## config.mk

```make
export PLATFORM = sky130hd
export DESIGN_NAME = aes_round_ctrl
export DESIGN_NICKNAME = d
export VERILOG_FILES = /design/src/rtl/aes_pkg.sv /design/src/rtl/aes_round_ctrl.sv
export SDC_FILE = /design/constraint.sdc
export NUM_CORES = 1
export LEC_CHECK = 0
export CORE_MARGIN = 2
export CORE_UTILIZATION = 30
export DETAILED_ROUTE_END_ITERATION = 10
export GPL_ROUTABILITY_DRIVEN = 0
export PLACE_DENSITY = 0.62
export SYNTH_ARGS = -nofsm -noshare
export SYNTH_HDL_FRONTEND = slang
export SYNTH_SLANG_ARGS = --single-unit
```

## constraint.sdc

```tcl
create_clock -name i_clock -period 4.6 [get_ports i_clock]
set_clock_uncertainty 0.05 [all_clocks]
set_input_delay 0.46 -clock i_clock [delete_from_list [all_inputs] [get_ports i_clock]]
set_output_delay 0.46 -clock i_clock [all_outputs]
set_load 0.01 [all_outputs]
```

## src/rtl/aes_pkg.sv

```systemverilog
// Shared AES definitions: controller state encoding, round-constant seed,
// the GF(2^8) xtime helper and the AES-128 round count.
package aes_pkg;

  typedef enum logic [1:0] {
    ST_IDLE  = 2'd0,
    ST_LOAD  = 2'd1,
    ST_ROUND = 2'd2,
    ST_DONE  = 2'd3
  } state_e;

  localparam logic [7:0] RCON_INIT = 8'h01;
  localparam int unsigned AES128_NR = 10;

  // Multiply by x in GF(2^8) modulo x^8 + x^4 + x^3 + x + 1.
  function automatic logic [7:0] xtime(input logic [7:0] b);
    return {b[6:0], 1'b0} ^ (b[7] ? 8'h1b : 8'h00);
  endfunction

endpackage

```

## src/rtl/aes_round_ctrl.sv

```systemverilog
// AES round sequencer: start handshake, load strobe, one round strobe per
// round (with index, Rcon, MixColumns enable), then a held done handshake.
// Every output is decoded from registered state only, so nothing an input
// does can reach an output within the same cycle.
module aes_round_ctrl
  import aes_pkg::*;
#(
  parameter int unsigned NR  = AES128_NR,
  parameter int unsigned CPR = 1
) (
  input  logic       i_clock,
  input  logic       i_reset_n,
  input  logic       i_start_valid,
  output logic       o_start_ready,
  input  logic       i_abort,
  output logic       o_load,
  output logic       o_round_en,
  output logic [3:0] o_round_idx,
  output logic [7:0] o_rcon,
  output logic       o_mix_en,
  output logic       o_final,
  output logic       o_done_valid,
  input  logic       i_done_ready,
  output logic       o_busy
);

  localparam logic [3:0] LAST_ROUND = 4'(NR);
  localparam logic [3:0] LAST_SUB   = 4'(CPR - 1);

  state_e     r_state;
  logic [3:0] r_round;
  logic [3:0] r_sub_cnt;
  logic [7:0] r_rcon;

  wire w_in_round   = (r_state == ST_ROUND);
  wire w_sub_last   = (r_sub_cnt == LAST_SUB);
  wire w_round_last = (r_round == LAST_ROUND);

  // Sequencer: state, round counter, sub-cycle counter and round constant.
  always_ff @(posedge i_clock or negedge i_reset_n) begin
    // NOTE: state registers use non-blocking assignments so every register
    // samples pre-edge values regardless of statement order.
    if (!i_reset_n) begin
      r_state   <= ST_IDLE;
      r_round   <= 4'd0;
      r_sub_cnt <= 4'd0;
      r_rcon    <= RCON_INIT;
    end else if (i_abort) begin
      // Abort outranks start and done-ready; any partial block is dropped.
      r_state   <= ST_IDLE;
      r_round   <= 4'd0;
      r_sub_cnt <= 4'd0;
      r_rcon    <= RCON_INIT;
    end else begin
      case (r_state)
        ST_IDLE: begin
          if (i_start_valid) r_state <= ST_LOAD;
        end
        ST_LOAD: begin
          r_round   <= 4'd1;
          r_sub_cnt <= 4'd0;
          r_rcon    <= RCON_INIT;
          r_state   <= ST_ROUND;
        end
        ST_ROUND: begin
          if (w_sub_last) begin
            if (w_round_last) begin
              r_state <= ST_DONE;
            end else begin
              r_round   <= r_round + 4'd1;
              r_sub_cnt <= 4'd0;
              r_rcon    <= xtime(r_rcon);
            end
          end else begin
            r_sub_cnt <= r_sub_cnt + 4'd1;
          end
        end
        ST_DONE: begin
          if (i_done_ready) begin
            r_state   <= ST_IDLE;
            r_round   <= 4'd0;
            r_sub_cnt <= 4'd0;
            r_rcon    <= RCON_INIT;
          end
        end
        default: r_state <= ST_IDLE;
      endcase
    end
  end

  // Output decode from registered state; round fields read zero outside ROUND.
  assign o_start_ready = (r_state == ST_IDLE);
  assign o_load        = (r_state == ST_LOAD);
  assign o_round_en    = w_in_round && w_sub_last;
  assign o_round_idx   = w_in_round ? r_round : 4'd0;
  assign o_rcon        = w_in_round ? r_rcon : 8'h00;
  assign o_mix_en      = w_in_round && !w_round_last;
  assign o_final       = w_in_round && w_round_last;
  assign o_done_valid  = (r_state == ST_DONE);
  assign o_busy        = (r_state != ST_IDLE);

endmodule

```

==> results of run 1 <==
==> worst max-delay path: stages (launching register included) <==
cell	delay (ns)
dfrtp_1	0.41
inv_1	0.14
ha_1	0.59
and2_1	0.23
clkdlybuf4s50_1	0.54
==> worst max-delay path by stage <==
stage / start / endpoint / slack [ns] / cells past startpoint
final: r_state[0] / o_round_idx[1] / 1.92 / 4
after global routing: r_state[0] / o_round_idx[1] / 1.75 / 4
after CTS: r_state[0] / o_round_idx[1] / 1.90 / 4
after detailed placement: r_state[0] / o_final / 2.19 / 4
after global placement: r_state[0] / o_rcon[4] / 2.28 / 4
after floorplan: r_state[0] / o_final / 2.81 / 5
==> registers in the layout, indices dropped and copies added, names as in the netlist <==
register,count
r_state,2
r_round,4
r_sub_cnt,4
r_rcon,8
==> Yosys cell counts, types with 3 or more instances <==
cell,instances
dfrtp_1,17
and2_1,16
ha_1,9
o21ai_0,8
a22o_1,7
inv_1,7
nand2_1,5
nand3_1,5
nor2_1,4
nor3_1,4
xor2_1,3
==> where the power goes <==
part           switching (µW)  total, µW  internal (µW)
Clock                    55.5        132           76.1
Sequential               18.6        197            179
Combinational             148        284            135
Total                     223        613            390
==> metrics by stage <==
step           total power (µW)  worst slack [ns]  utilization, %
2_1_floorplan               388              2.81               -
4_1_cts                     618              1.90            40.1
3_3_place_gp                475              2.28            38.6
6_report                    613              1.92            40.1
3_5_place_dp                485              2.19            38.6
5_1_grt                     656              1.75            40.1
==> routing by layer <==
metal / share of wire, % / routed length [µm] / global-route usage, % / vias up
li1: - / - / - / 465
met1: 50 / 1230 / 18.5 / 457
met2: 43 / 1060 / 18.5 / 31
met3: 5.9 / 146 / 1.87 / 4
met4: 1.1 / 27 / 3.83 / 0
met5: 0 / 0 / 0 / -
==> cell families (layout without fill, tap and decap cells) <==
logic type	count (synthesis)	after routing	synth area share, %
AND/OR/NAND/NOR	44	44	23.3
multiplexers	1	1	0.864
AO/OA/AOI/OAI	32	32	20.5
flip-flops	18	18	39.0
buffers and inverters	11	34	4.32
XOR/XNOR	3	3	2.27
adder cells (fa/ha/maj)	9	9	9.72
==> final cells by class <==
class / instances / area [µm²]
clock buffer: 4 / 55.1
fill: 385 / 2210
inverter: 7 / 26.3
multi-input combinational: 89 / 657
sequential: 18 / 452
tap: 48 / 60.1
timing repair buffer: 23 / 230
==> impl_metrics.ini, run 1 <==
[sta]
fin_setup_tns_ns = 0
setup_viol = 0
layout_min_cycle_time_ns = 2.68
whs_ns = 0.432
worst_pin_slew_ns = 0.835
slew_headroom_pct = 44.2
rsz0062_at_grt = no
slew_viol_final = 0
finalCritPeriodShare_pct = 58.3
timing_hold_violations_final = 0
fmax_mhz = 373

[clock_network]
insertion_delay_ns = 0.25
cts_tree = yes
htree_levels = 1
clockBufferDepth = 2
clk_pin_slew_worst_paths_ns = 0.07
ctsResizeCount = 0
cts_sinks = 18
postCtsSetupBuffers = 0
cts_buffers = 3
cts_hold_buffers = 0
root_buffer = clkbuf_8

[synth]
yosysSeqAreaShare_pct = 39.0
synth_top_cell_by_area = dfrtp_1
synth-async-reset-ratio_pct = 100
syn_area_per_cell_um2 = 9.82
synthCells = 118
synth_ff_type = dfrtp_1
ys_types = 40
synth_edf_count = 0
syn_area_mm2 = 0.00116
syn_nets = 132
synth_top_cells_by_area = dfrtp_1 (37%), ha_1 (9.7%), and2_1 (8.6%)
yosys_register_bits = 18
synth_top_cell_area_share_pct = 36.7
ys.warnings.count = 0

[die]
row_count = 22
initial_core_util_pct = 31.4
die_x_um = 66.1
dieArea_mm2 = 0.00438
core_area_mm2 = 0.00369
io_pins = 24
die_y_um = 66.1

[global_route]
grt_max_degree = 26
grt_pass1_wl_mm = 4.24
grt_overflow = 0
grt_pass1_vias = 883
grt_use_total_pct = 12.5
antenna_found_initial = 0

[hold_path]
min_path_type = reg -> reg
holdPathStages = 2
hp-start = r_rcon[0]
hold-path-endpoint = r_rcon[0]

[power]
ir_drop_uv = 269
leakage_uw = 0.000682
power.density_mw_per_mm2 = 414

[detailed_routing]
dr.pass1.iters = 4
avgRoutedWirePerCell_um = 13.1
drc = 0
drtIter0Drc = 23
via_count = 957
drtAntennaViolNets = 0
vias_per_cell = 5.06
drt_wl_total_mm = 2.47

[setup_path]
ff2ff_path_depth = 6
cp-start-kind = flop
crit_arrival_ns = 2.17
cp_data_required_time_ns = 4.09
worstPathMaxFanout = 25
reg2reg_to = r_rcon[2]
r2r_start = r_state[0]
critPathKind = reg -> out
cp-end-kind = output pin
rrSetupSlack_ns = 2.27

[cells_and_area]
drive_gt1_share_pct = 6.38
antenna_cells = 0
layout_commonest_cell = clkdlybuf4s50_1
fin_nets = 156
area_growth_pct = 27.8
fin_cells = 189
layout_common_cells = clkdlybuf4s50_1 (23), dfrtp_1 (17), and2_1 (16)
design_area_mm2 = 0.00148

[run_status]
status = complete, no violations

[place]
hpwl_mm = 1.82
place_area_mm2 = 0.00143
dp.cells = 185
port_buffers = 23

[flow_run]
drv_cap = 0
No activity file was read; power rests on OpenSTA's default activity.
==> inputs of run 2 (changes only) <==
==> constraint.sdc (replaced) <==
create_clock -name i_clock -period 2.61 [get_ports i_clock]
set_clock_uncertainty 0.05 [all_clocks]
set_input_delay 0.261 -clock i_clock [delete_from_list [all_inputs] [get_ports i_clock]]
set_output_delay 0.261 -clock i_clock [all_outputs]
set_load 0.01 [all_outputs]
==> run 2 against run 1 <==
  * Power grew 75%
  * Final cell count did not move
  * Count of clock-buffer cells in the layout unchanged
  * Via count down 2.6%
  * Combinational power up 76%
  * Worst setup slack worse by 1.6 ns
  * Non-clock buffer count did not move
  * Sequential share of layout area fell by 0.051 points
  * Critical path type unchanged
  * Largest power group unchanged
==> impl_metrics.ini, run 2 (synthesis gave the netlist of run 1 again) <==
[cells_and_area]
drive_gt1_share_pct = 7.09
layout_commonest_cell = clkdlybuf4s50_1
largest_register_ffs = 8
design_area_mm2 = 0.00148
antenna_cells = 0
area_growth_pct = 28.0
fin_cells = 189
top_register = r_rcon
fin_nets = 156
layout_common_cells = clkdlybuf4s50_1 (23), dfrtp_1 (17), and2_1 (16)
top_regs = r_rcon: 8 flops, r_round: 4 flops, r_sub_cnt: 4 flops

[sta]
finalCritPeriodShare_pct = 87.3
timing_hold_violations_final = 0
fmax_mhz = 439
worst_slack_ns = 0.331
fin_setup_tns_ns = 0
layout_min_cycle_time_ns = 2.28
rsz0062_at_grt = no
worst_pin_slew_ns = 0.815
slew_headroom_pct = 45.5
setup_viol = 0
slew_viol_final = 0

[place]
port_buffers = 23
place_area_mm2 = 0.00143
place_ws_ns = 0.329
dp.cells = 185
hpwl_mm = 1.87

[setup_path]
path_cells = inv_1 > ha_2 > and2_1 > clkdlybuf4s50_1
cp_data_required_time_ns = 2.30
critPathMaxStageDelay_ns = 0.53
cp-start-kind = flop
critPathKind = reg -> out
worst_path_max_delay_cell = clkdlybuf4s50_1
crit_arrival_ns = 1.97
rrSetupSlack_ns = 0.53
cp-end-kind = output pin
worstPathMaxFanout = 25

[global_route]
grt_max_degree = 26
grt_overflow = 0
grt_pass1_wl_mm = 4.21
use_met2_pct = 21.1
use_met3_pct = 2.21
top_usage_layer = met2
antenna_found_initial = 0
grt_use_met1_pct = 16.3
grt_use_total_pct = 12.6
grt_pass1_vias = 917

[detailed_routing]
via_count = 932
drc = 0
drtIter0Drc = 8
avgRoutedWirePerCell_um = 13.2
drt_wl_total_mm = 2.49
dr.pass1.iters = 4
vias_per_cell = 4.93
drtAntennaViolNets = 0

[clock_network]
clk_pin_slew_worst_paths_ns = 0.07
insertion_delay_ns = 0.25
cts_sinks = 18
cts_buffers = 3
root_buffer = clkbuf_8
htree_levels = 1
postCtsSetupBuffers = 0
cts_tree = yes
clockBufferDepth = 2

[run_status]
status = complete, no violations

[die]
dieArea_mm2 = 0.00438
die_y_um = 66.1
initial_core_util_pct = 31.4
core_area_mm2 = 0.00369
row_count = 22
io_pins = 24
die_x_um = 66.1

[flow_run]
drv_cap = 0

[hold_path]
min_path_type = in -> async

[power]
leakage_uw = 0.000680
power.density_mw_per_mm2 = 725
ir_drop_uv = 449
[run 2: final timing paths]
kind | end | startpoint | cells after the start
hold / removal | r_state[1] | i_reset_n | 1
min in group i_clock | r_rcon[0] | r_rcon[0] | 2
setup reg to reg | r_rcon[3] | r_state[0] | 6
max in group asynchronous | r_rcon[3] | i_reset_n | 1
hold reg to reg | r_rcon[0] | r_rcon[0] | 2
setup / recovery | o_round_idx[0] | r_state[0] | 4
[run 2: worst max-delay path, delay by kind of cell, from the launching register on]
| family | cells | cell delay [ns] |
|---|---|---|
| adder cells (fa/ha/maj) | 1 | 0.43 |
| buffers and inverters | 2 | 0.67 |
| flip-flops | 1 | 0.41 |
| AND/OR/NAND/NOR | 1 | 0.19 |
[run 2: area by class of cell]
cell class | instances | area, µm²
Clock buffer | 4 | 55.1
Fill cell | 381 | 2210
Timing Repair Buffer | 23 | 230
Inverter | 7 | 26.3
Tap cell | 48 | 60.1
Sequential cell | 18 | 452
Multi-Input combinational cell | 89 | 659
[run 2: power by group]
| part | total [µW] | switching, µW | internal [µW] | leakage [µW] |
|---|---|---|---|---|
| registers | 347 | 31.4 | 315 | 0.000245 |
| clock network | 230 | 95.9 | 134 | 0.0000288 |
| logic | 499 | 259 | 240 | 0.000406 |
[run 2: per-layer routing]
| metal | part of all wire, % | wire, µm |
|---|---|---|
| met5 | 0 | 0 |
| met2 | 45 | 1120 |
| met3 | 3.6 | 89 |
| met4 | 1.2 | 30 |
| met1 | 50 | 1250 |
[run 2: repair_timing]
item / in CTS / in global routing
setup endpoints to repair: 0 / 15
resized for setup: 0 / 1
hold buffers: 0 / 0
[run 2: metrics by stage]
| step | util [%] | hold WS, ns | total power [µW] |
|---|---|---|---|
| floorplan | - | -0.0846 | 684 |
| global placement | 38.6 | 0.417 | 835 |
| detailed placement | 38.6 | 0.421 | 849 |
| CTS | 40.1 | 0.432 | 1090 |
| global route | 40.2 | 0.462 | 1160 |
| finish | 40.2 | 0.422 | 1080 |
